<file path="src/rtl/instr_fetch_unit.sv">
`default_nettype none
// ============================================================================
// Module      : instr_fetch_unit
// Description : RISC-V fetch stage. Owns the PC, issues credit-limited word
//               requests to instruction memory, buffers in-order responses in
//               a small FIFO and presents the head (with raw decode fields) to
//               decode. Branch redirects flush the buffer and discard any
//               responses still in flight.
// Revision    : 1.0 - initial release
// ============================================================================
module instr_fetch_unit #(
  parameter logic [31:0] RESET_PC   = 32'h0000_0000,
  parameter int          FIFO_DEPTH = 2
) (
  input  logic        clk,
  input  logic        rst,
  output logic        imem_req_valid,
  input  logic        imem_req_ready,
  output logic [31:0] imem_req_addr,
  input  logic        imem_rsp_valid,
  input  logic [31:0] imem_rsp_data,
  input  logic        redirect_valid,
  input  logic [31:0] redirect_pc,
  input  logic        stall,
  output logic        if_valid,
  output logic [31:0] if_pc,
  output logic [31:0] if_instr,
  output logic [6:0]  opcode,
  output logic [2:0]  funct3,
  output logic [6:0]  funct7
);

  localparam int c_cnt_w = $clog2(FIFO_DEPTH + 1);
  localparam int c_idx_w = $clog2(FIFO_DEPTH);
  localparam int c_sum_w = c_cnt_w + 1;
  localparam logic [c_sum_w-1:0] c_depth = c_sum_w'(FIFO_DEPTH);
  localparam logic [c_idx_w-1:0] c_last  = c_idx_w'(FIFO_DEPTH - 1);

  typedef enum logic [0:0] {
    ST_RUN   = 1'b0,
    ST_FLUSH = 1'b1
  } state_t;

  state_t             r_state, w_state_next;
  logic [31:0]        r_pc;
  logic [c_cnt_w-1:0] r_outst, r_drop, r_cnt;
  logic [c_cnt_w-1:0] w_outst_next, w_drop_next;
  logic [c_idx_w-1:0] r_rd_ptr, r_wr_ptr, r_tag_rd, r_tag_wr;
  logic [31:0]        r_buf_pc    [FIFO_DEPTH];
  logic [31:0]        r_buf_instr [FIFO_DEPTH];
  logic [31:0]        r_tag       [FIFO_DEPTH];
  logic [c_sum_w-1:0] w_used;
  logic               w_run, w_req_fire, w_rsp_keep, w_rsp_drop, w_pop;
  logic               w_unused_bits;

  // Circular pointer advance that also works for non power-of-two depths.
  function automatic logic [c_idx_w-1:0] f_inc(input logic [c_idx_w-1:0] i_p);
    return (i_p == c_last) ? '0 : i_p + 1'b1;
  endfunction

  // The two low redirect bits are forced to zero and therefore unused.
  assign w_unused_bits = ^redirect_pc[1:0];

  assign w_run  = (r_state == ST_RUN);
  // Credit counts both in-flight requests and buffered instructions.
  assign w_used = c_sum_w'(r_outst) + c_sum_w'(r_cnt);

  // Reset gate keeps the port quiet while the async reset is held.
  assign imem_req_valid = ~rst & w_run & ~redirect_valid & (w_used < c_depth);
  assign imem_req_addr  = r_pc;
  assign w_req_fire     = imem_req_valid & imem_req_ready;

  // Responses in the redirect cycle are neither kept nor counted as dropped.
  assign w_rsp_keep   = imem_rsp_valid & ~redirect_valid & (r_drop == '0);
  assign w_rsp_drop   = imem_rsp_valid & ~redirect_valid & (r_drop != '0);
  assign w_outst_next = r_outst + c_cnt_w'(w_req_fire) - c_cnt_w'(imem_rsp_valid);
  assign w_drop_next  = r_drop - c_cnt_w'(w_rsp_drop);

  assign if_valid = w_run & (r_cnt != '0);
  assign w_pop    = if_valid & ~stall & ~redirect_valid;
  assign if_pc    = if_valid ? r_buf_pc[r_rd_ptr]    : 32'h0;
  assign if_instr = if_valid ? r_buf_instr[r_rd_ptr] : 32'h0;
  assign opcode   = if_instr[6:0];
  assign funct3   = if_instr[14:12];
  assign funct7   = if_instr[31:25];

  // Next-state: FLUSH while stale responses remain to be discarded.
  always_comb begin
    w_state_next = r_state;
    case (r_state)
      ST_RUN: begin
        if (redirect_valid && (w_outst_next != '0)) w_state_next = ST_FLUSH;
      end
      ST_FLUSH: begin
        if (!redirect_valid && (w_drop_next == '0)) w_state_next = ST_RUN;
      end
      default: w_state_next = ST_RUN;
    endcase
  end

  // State register.
  always_ff @(posedge clk or posedge rst) begin
    if (rst) r_state <= ST_RUN;
    else     r_state <= w_state_next;
  end

  // PC, credit counters and queue pointers; a redirect overrides push/pop.
  always_ff @(posedge clk or posedge rst) begin
    if (rst) begin
      r_pc     <= RESET_PC;
      r_outst  <= '0;
      r_drop   <= '0;
      r_cnt    <= '0;
      r_rd_ptr <= '0;
      r_wr_ptr <= '0;
      r_tag_rd <= '0;
      r_tag_wr <= '0;
    end else begin
      r_outst <= w_outst_next;
      if (redirect_valid) begin
        r_pc     <= {redirect_pc[31:2], 2'b00};
        r_drop   <= w_outst_next;
        r_cnt    <= '0;
        r_rd_ptr <= '0;
        r_wr_ptr <= '0;
        r_tag_rd <= '0;
        r_tag_wr <= '0;
      end else begin
        if (w_req_fire) begin
          r_pc     <= r_pc + 32'd4;
          r_tag_wr <= f_inc(r_tag_wr);
        end
        if (w_rsp_keep) begin
          r_tag_rd <= f_inc(r_tag_rd);
          r_wr_ptr <= f_inc(r_wr_ptr);
        end
        if (w_pop) r_rd_ptr <= f_inc(r_rd_ptr);
        r_cnt  <= r_cnt + c_cnt_w'(w_rsp_keep) - c_cnt_w'(w_pop);
        r_drop <= w_drop_next;
      end
    end
  end

  // Tag queue and instruction buffer storage; contents only matter when counted valid.
  always_ff @(posedge clk) begin
    if (w_req_fire) r_tag[r_tag_wr] <= r_pc;
    if (w_rsp_keep) begin
      r_buf_pc[r_wr_ptr]    <= r_tag[r_tag_rd];
      r_buf_instr[r_wr_ptr] <= imem_rsp_data;
    end
  end

endmodule
`default_nettype wire

</file>
<file path="config.mk">
export PLATFORM = sky130hd
export DESIGN_NAME = instr_fetch_unit
export DESIGN_NICKNAME = d
export VERILOG_FILES = /design/src/rtl/instr_fetch_unit.sv
export SDC_FILE = /design/constraint.sdc
export NUM_CORES = 1
export LEC_CHECK = 0
export ABC_AREA = 0
export BUFFER_PORTS_ARGS = -buffer_cell sky130_fd_sc_hd__buf_2
export CAP_MARGIN = 10
export CORE_MARGIN = 1.5
export CORE_UTILIZATION = 59
export DETAILED_ROUTE_END_ITERATION = 16
export PLACE_DENSITY = 0.82
export SYNTH_ARGS = -nofsm -noshare
export SYNTH_HDL_FRONTEND = slang
export SYNTH_SLANG_ARGS = --single-unit
</file>
<file path="constraint.sdc">
create_clock -name clk -period 11.2 [get_ports clk]
set_input_delay 1.68 -clock clk [delete_from_list [all_inputs] [get_ports clk]]
set_output_delay 1.68 -clock clk [all_outputs]
set_load 0.02 [all_outputs]
</file>
==> PnR_summary.wiki <==
{| class="wikitable"
! Metric !! Value
|-
| Floorplan Core Area || around 15,000 sq um
|-
| Startpoint type of the worst setup path || input port
|-
| Count of placed standard cells including taps || 998
|-
| Final non-filler cell total || between 1,000 and 1,500
|-
| Kind of end point of the critical path || output pin
|-
| Arithmetic-cell share of the synthesized area counting full adders, half adders and majority gates || 1.02%
|-
| Synthesized flop and latch total || 225
|-
| Top fanout value on the critical path || 47
|-
| Worst ir drop on vdd || ~0.12 mV
|-
| Synthesized area || about 9400 sq um
|-
| Worst Hold Class || flop to flop
|-
| Worst Hold Path Cells || 0
|-
| Worst setup slack after placement || ~6500 ps
|-
| I/O pin total || between 150 and 200
|-
| Area share of the largest cell type after synthesis || between 50% and 60%
|-
| Critical R2R Capture || r_state
|-
| Maxcap violations || 0
|-
| Most frequent cells in the layout || sky130_fd_sc_hd__edfxtp_1, sky130_fd_sc_hd__buf_2, sky130_fd_sc_hd__nor2_1, sky130_fd_sc_hd__mux2i_1, sky130_fd_sc_hd__dfrtp_1
|-
| Inserted Diodes || 0
|-
| Clock sink count || ~230
|-
| Remaining DRCs || 0
|-
| Layout cell share with drive strength beyond 1 || between 30% and 40%
|-
| Largest net degree at the start of global routing || 65
|-
| TritonRoute pass-1 iters || 5
|-
| Setup repair after global routing missed its margin || no
|-
| Synth Area per Inst || 14.5 sq um
|-
| Sequential area share after synthesis || 70.0%
|-
| Critical path type || input port to output pin
|-
| Post-synth EDFFs || between 150 and 200
|-
| Final Hold Fails || 0
|-
| H-tree levels || 1
|-
| Number of filler cells placed in the layout || 1,022
|-
| Start point of the worst hold path || imem_req_addr[25]
|-
| Quantity of I/O buffers inserted on ports || 178
|-
| Global-route wire length before repair || 28,700 microns
|-
| Setup_tns || 0 ps
|-
| Clock network latency to the later pin of the worst-skew pair || between 400 and 500 ps
|-
| Synthesized-area fraction occupied by xor and xnor cells || ~1.2%
|-
| Number of warning messages in the yosys log || 0
|-
| Total Die Area || roughly 17,000 sq um
|-
| Clock tree buffer depth || 3
|-
| Dominant combinational cell family by area after synthesis || multiplexers
|-
| Vias per std cell || roughly 5.6
|-
| Final worst-path cycle share || 42.4%
|-
| Remaining antenna violation count || 0
|-
| Clock transition at path regs || around 60 ps
|-
| Total CTS buffers || 22
|-
| Synthesized-area fraction occupied by and/or/nand/nor cells || a little under a tenth
|-
| Final setup skew || between 7 and 8 ps
|-
| Worst reg2reg setup slack || about 7600 ps
|-
| TritonCTS clock tree || built
|-
| Leakage power summed over all cells || between 4 and 5 nW
|-
| Via count of the first global-routing pass || 5,655
|-
| Post-synth ARST share || about 18%
|-
| Setup slack after layout || around 6500 ps
|-
| Cell taking the most area after synthesis || sky130_fd_sc_hd__edfxtp_1
|-
| Actual transition at the worst max-transition pin || approximately 1100 ps
|-
| Number of unique standard cell types used by synthesis || 50
|-
| Area overhead of the layout relative to synthesis || 18.3%
|-
| Multiplexer share of the synthesized area || between 10% and 20%
|-
| Final Hold Slack || between 500 and 600 ps
|-
| Number of slew-limit violations in the final report || 0
|-
| Worst hold path endpoint || r_tag[1][25]
|-
| Detailed Route Iter0 Violations || between 500 and 600
|-
| Synth area leaders || sky130_fd_sc_hd__edfxtp_1, sky130_fd_sc_hd__dfrtp_1, sky130_fd_sc_hd__mux2i_1, sky130_fd_sc_hd__mux2_2, sky130_fd_sc_hd__nor2_1
|-
| # rows || 45
|-
| Arrival time of the worst setup path || roughly 3000 ps
|-
| Power per Cell Area || approximately 180 nW/um^2
|-
| Most common cell after layout, fill and taps aside || sky130_fd_sc_hd__edfxtp_1
|-
| Required arrival time at the worst endpoint || approximately 9500 ps
|-
| Root cell of the clock tree || sky130_fd_sc_hd__clkbuf_16
|-
| Global-route total usage across every layer || 22.2%
|-
| Dominant register cell in the synthesized netlist || sky130_fd_sc_hd__edfxtp_1
|-
| Number of buffers inserted to repair setup after CTS || 0
|-
| Total number of vias || 5,834
|-
| Normalized max-slew margin || between 20% and 30%
|-
| Cell depth of the worst flop-to-flop path || 12
|-
| Net count, final || 888
|-
| Utilization after layout || between 70% and 80%
|-
| Time the final worst path needs with I/O delays and setup || approximately 4700 ps
|-
| Compound-cell area share of the yosys netlist || between 4 and 5%
|-
| Overflow left after global routing || 0
|-
| Reg2Reg Launch Point || r_cnt[0]
|-
| Routed wire length || around 19,000 microns
|-
| HPWL after DPL || between 10,000 and 15,000 microns
|-
| Number of antenna violations at the first check in global routing || 0
|-
| Average wire per standard cell || between 15 and 20 microns
|-
| Initial Util || between 60% and 70%
|-
| Floorplan die height || ~130 microns
|-
| CTS resizes || 0
|-
| RD Place Congestion || 0.802
|-
| Upper clock frequency limit || ~210 MHz
|-
| Outcome || complete, no violations
|-
| Synthesized instance count || ~650
|-
| Setup violation total in the final timing report || 0
|-
| Horiz. Die Dim || ~130 microns
|-
| Cts-stage hold buffer count || 0
|}
[logic make-up (layout without fill, tap and decap cells)]
kind of cell / count (synthesis) / count (layout)
AO/OA/AOI/OAI: 58 / 58
XOR/XNOR: 13 / 13
adder cells (fa/ha/maj): 7 / 7
buffers and inverters: 61 / 238
flip-flops: 225 / 225
multiplexers: 95 / 95
other: 1 / 4
AND/OR/NAND/NOR: 187 / 187
[stage by stage]
step | area, sq um | power [mW]
global placement | 10300 | 1.26
global route | 11100 | 2.07
CTS | 11100 | 2.00
floorplan | 9370 | 1.19
finish | 11100 | 2.00
detailed placement | 10300 | 1.28
[critical path: stages]
cell                     delay (ps)
sky130_fd_sc_hd__buf_2          380
sky130_fd_sc_hd__or4_4          710
sky130_fd_sc_hd__nor2_1         120
sky130_fd_sc_hd__buf_2          170
[layout make-up]
class,instances,area [sq um],area share (%)
tap,211,264,2.38
multi-input combinational,364,2530,22.9
clock buffer,32,629,5.68
timing repair buffer,185,943,8.52
sequential,225,6560,59.2
inverter,13,48.8,0.441
clock inverter,8,97.6,0.882
[power by group]
part / switching, mW / total, mW / leakage [nW] / internal (mW)
Clock: 0.296 / 0.734 / 0.348 / 0.438
Sequential: 0.0470 / 1.02 / 2.16 / 0.973
Combinational: 0.147 / 0.242 / 1.75 / 0.0953
[Yosys cell counts (2+ instances only)]
cell and number:
sky130_fd_sc_hd__edfxtp_1 184, sky130_fd_sc_hd__buf_1 13, sky130_fd_sc_hd__buf_4 22, sky130_fd_sc_hd__and3_1 4, sky130_fd_sc_hd__dfrtp_1 41, sky130_fd_sc_hd__mux2_2 31
sky130_fd_sc_hd__xor2_1 7, sky130_fd_sc_hd__nand4_1 13, sky130_fd_sc_hd__nand3_1 15, sky130_fd_sc_hd__o311ai_0 7, sky130_fd_sc_hd__o21ai_0 17, sky130_fd_sc_hd__mux2i_1 64
sky130_fd_sc_hd__ha_1 6, sky130_fd_sc_hd__a21oi_1 5, sky130_fd_sc_hd__nand2_1 37, sky130_fd_sc_hd__a221o_1 5, sky130_fd_sc_hd__a22oi_1 4, sky130_fd_sc_hd__or3_1 2
sky130_fd_sc_hd__and2_1 4, sky130_fd_sc_hd__nor4_1 3, sky130_fd_sc_hd__nor2_1 91, sky130_fd_sc_hd__a31oi_1 3, sky130_fd_sc_hd__nor2b_1 2, sky130_fd_sc_hd__xnor2_1 6
sky130_fd_sc_hd__inv_1 12, sky130_fd_sc_hd__nor3_1 5, sky130_fd_sc_hd__clkbuf_1 12, sky130_fd_sc_hd__o211ai_1 10
[registers in the layout, summed over array words and instances, names as in the netlist]
register	cells
r_cnt	2
r_state	1
r_buf_pc	60
r_tag_wr	1
imem_req_addr	30
r_tag	60
r_wr_ptr	1
r_tag_rd	1
r_outst	2
r_rd_ptr	1
r_buf_instr	64
r_drop	2
[routing by layer]
metal  global-route usage [%]  vias up  wire [microns]
met5                        0        -               0
met4                     7.60        0             500
met3                     3.62       34            1500
met2                     37.8      296            9020
met1                     29.5     2803            7620
li1                         -     2701               -
[worst max-delay path by stage]
stage	slack (ps)	end	from
after floorplan	5670	r_buf_instr[0][0]	redirect_valid
after CTS	6470	imem_req_valid	redirect_valid
after detailed placement	6480	imem_req_valid	redirect_valid
after global placement	6500	imem_req_valid	redirect_valid
final	6450	imem_req_valid	redirect_valid
after global routing	6360	imem_req_valid	redirect_valid
Note: power is estimated with default switching activity, not from simulation.
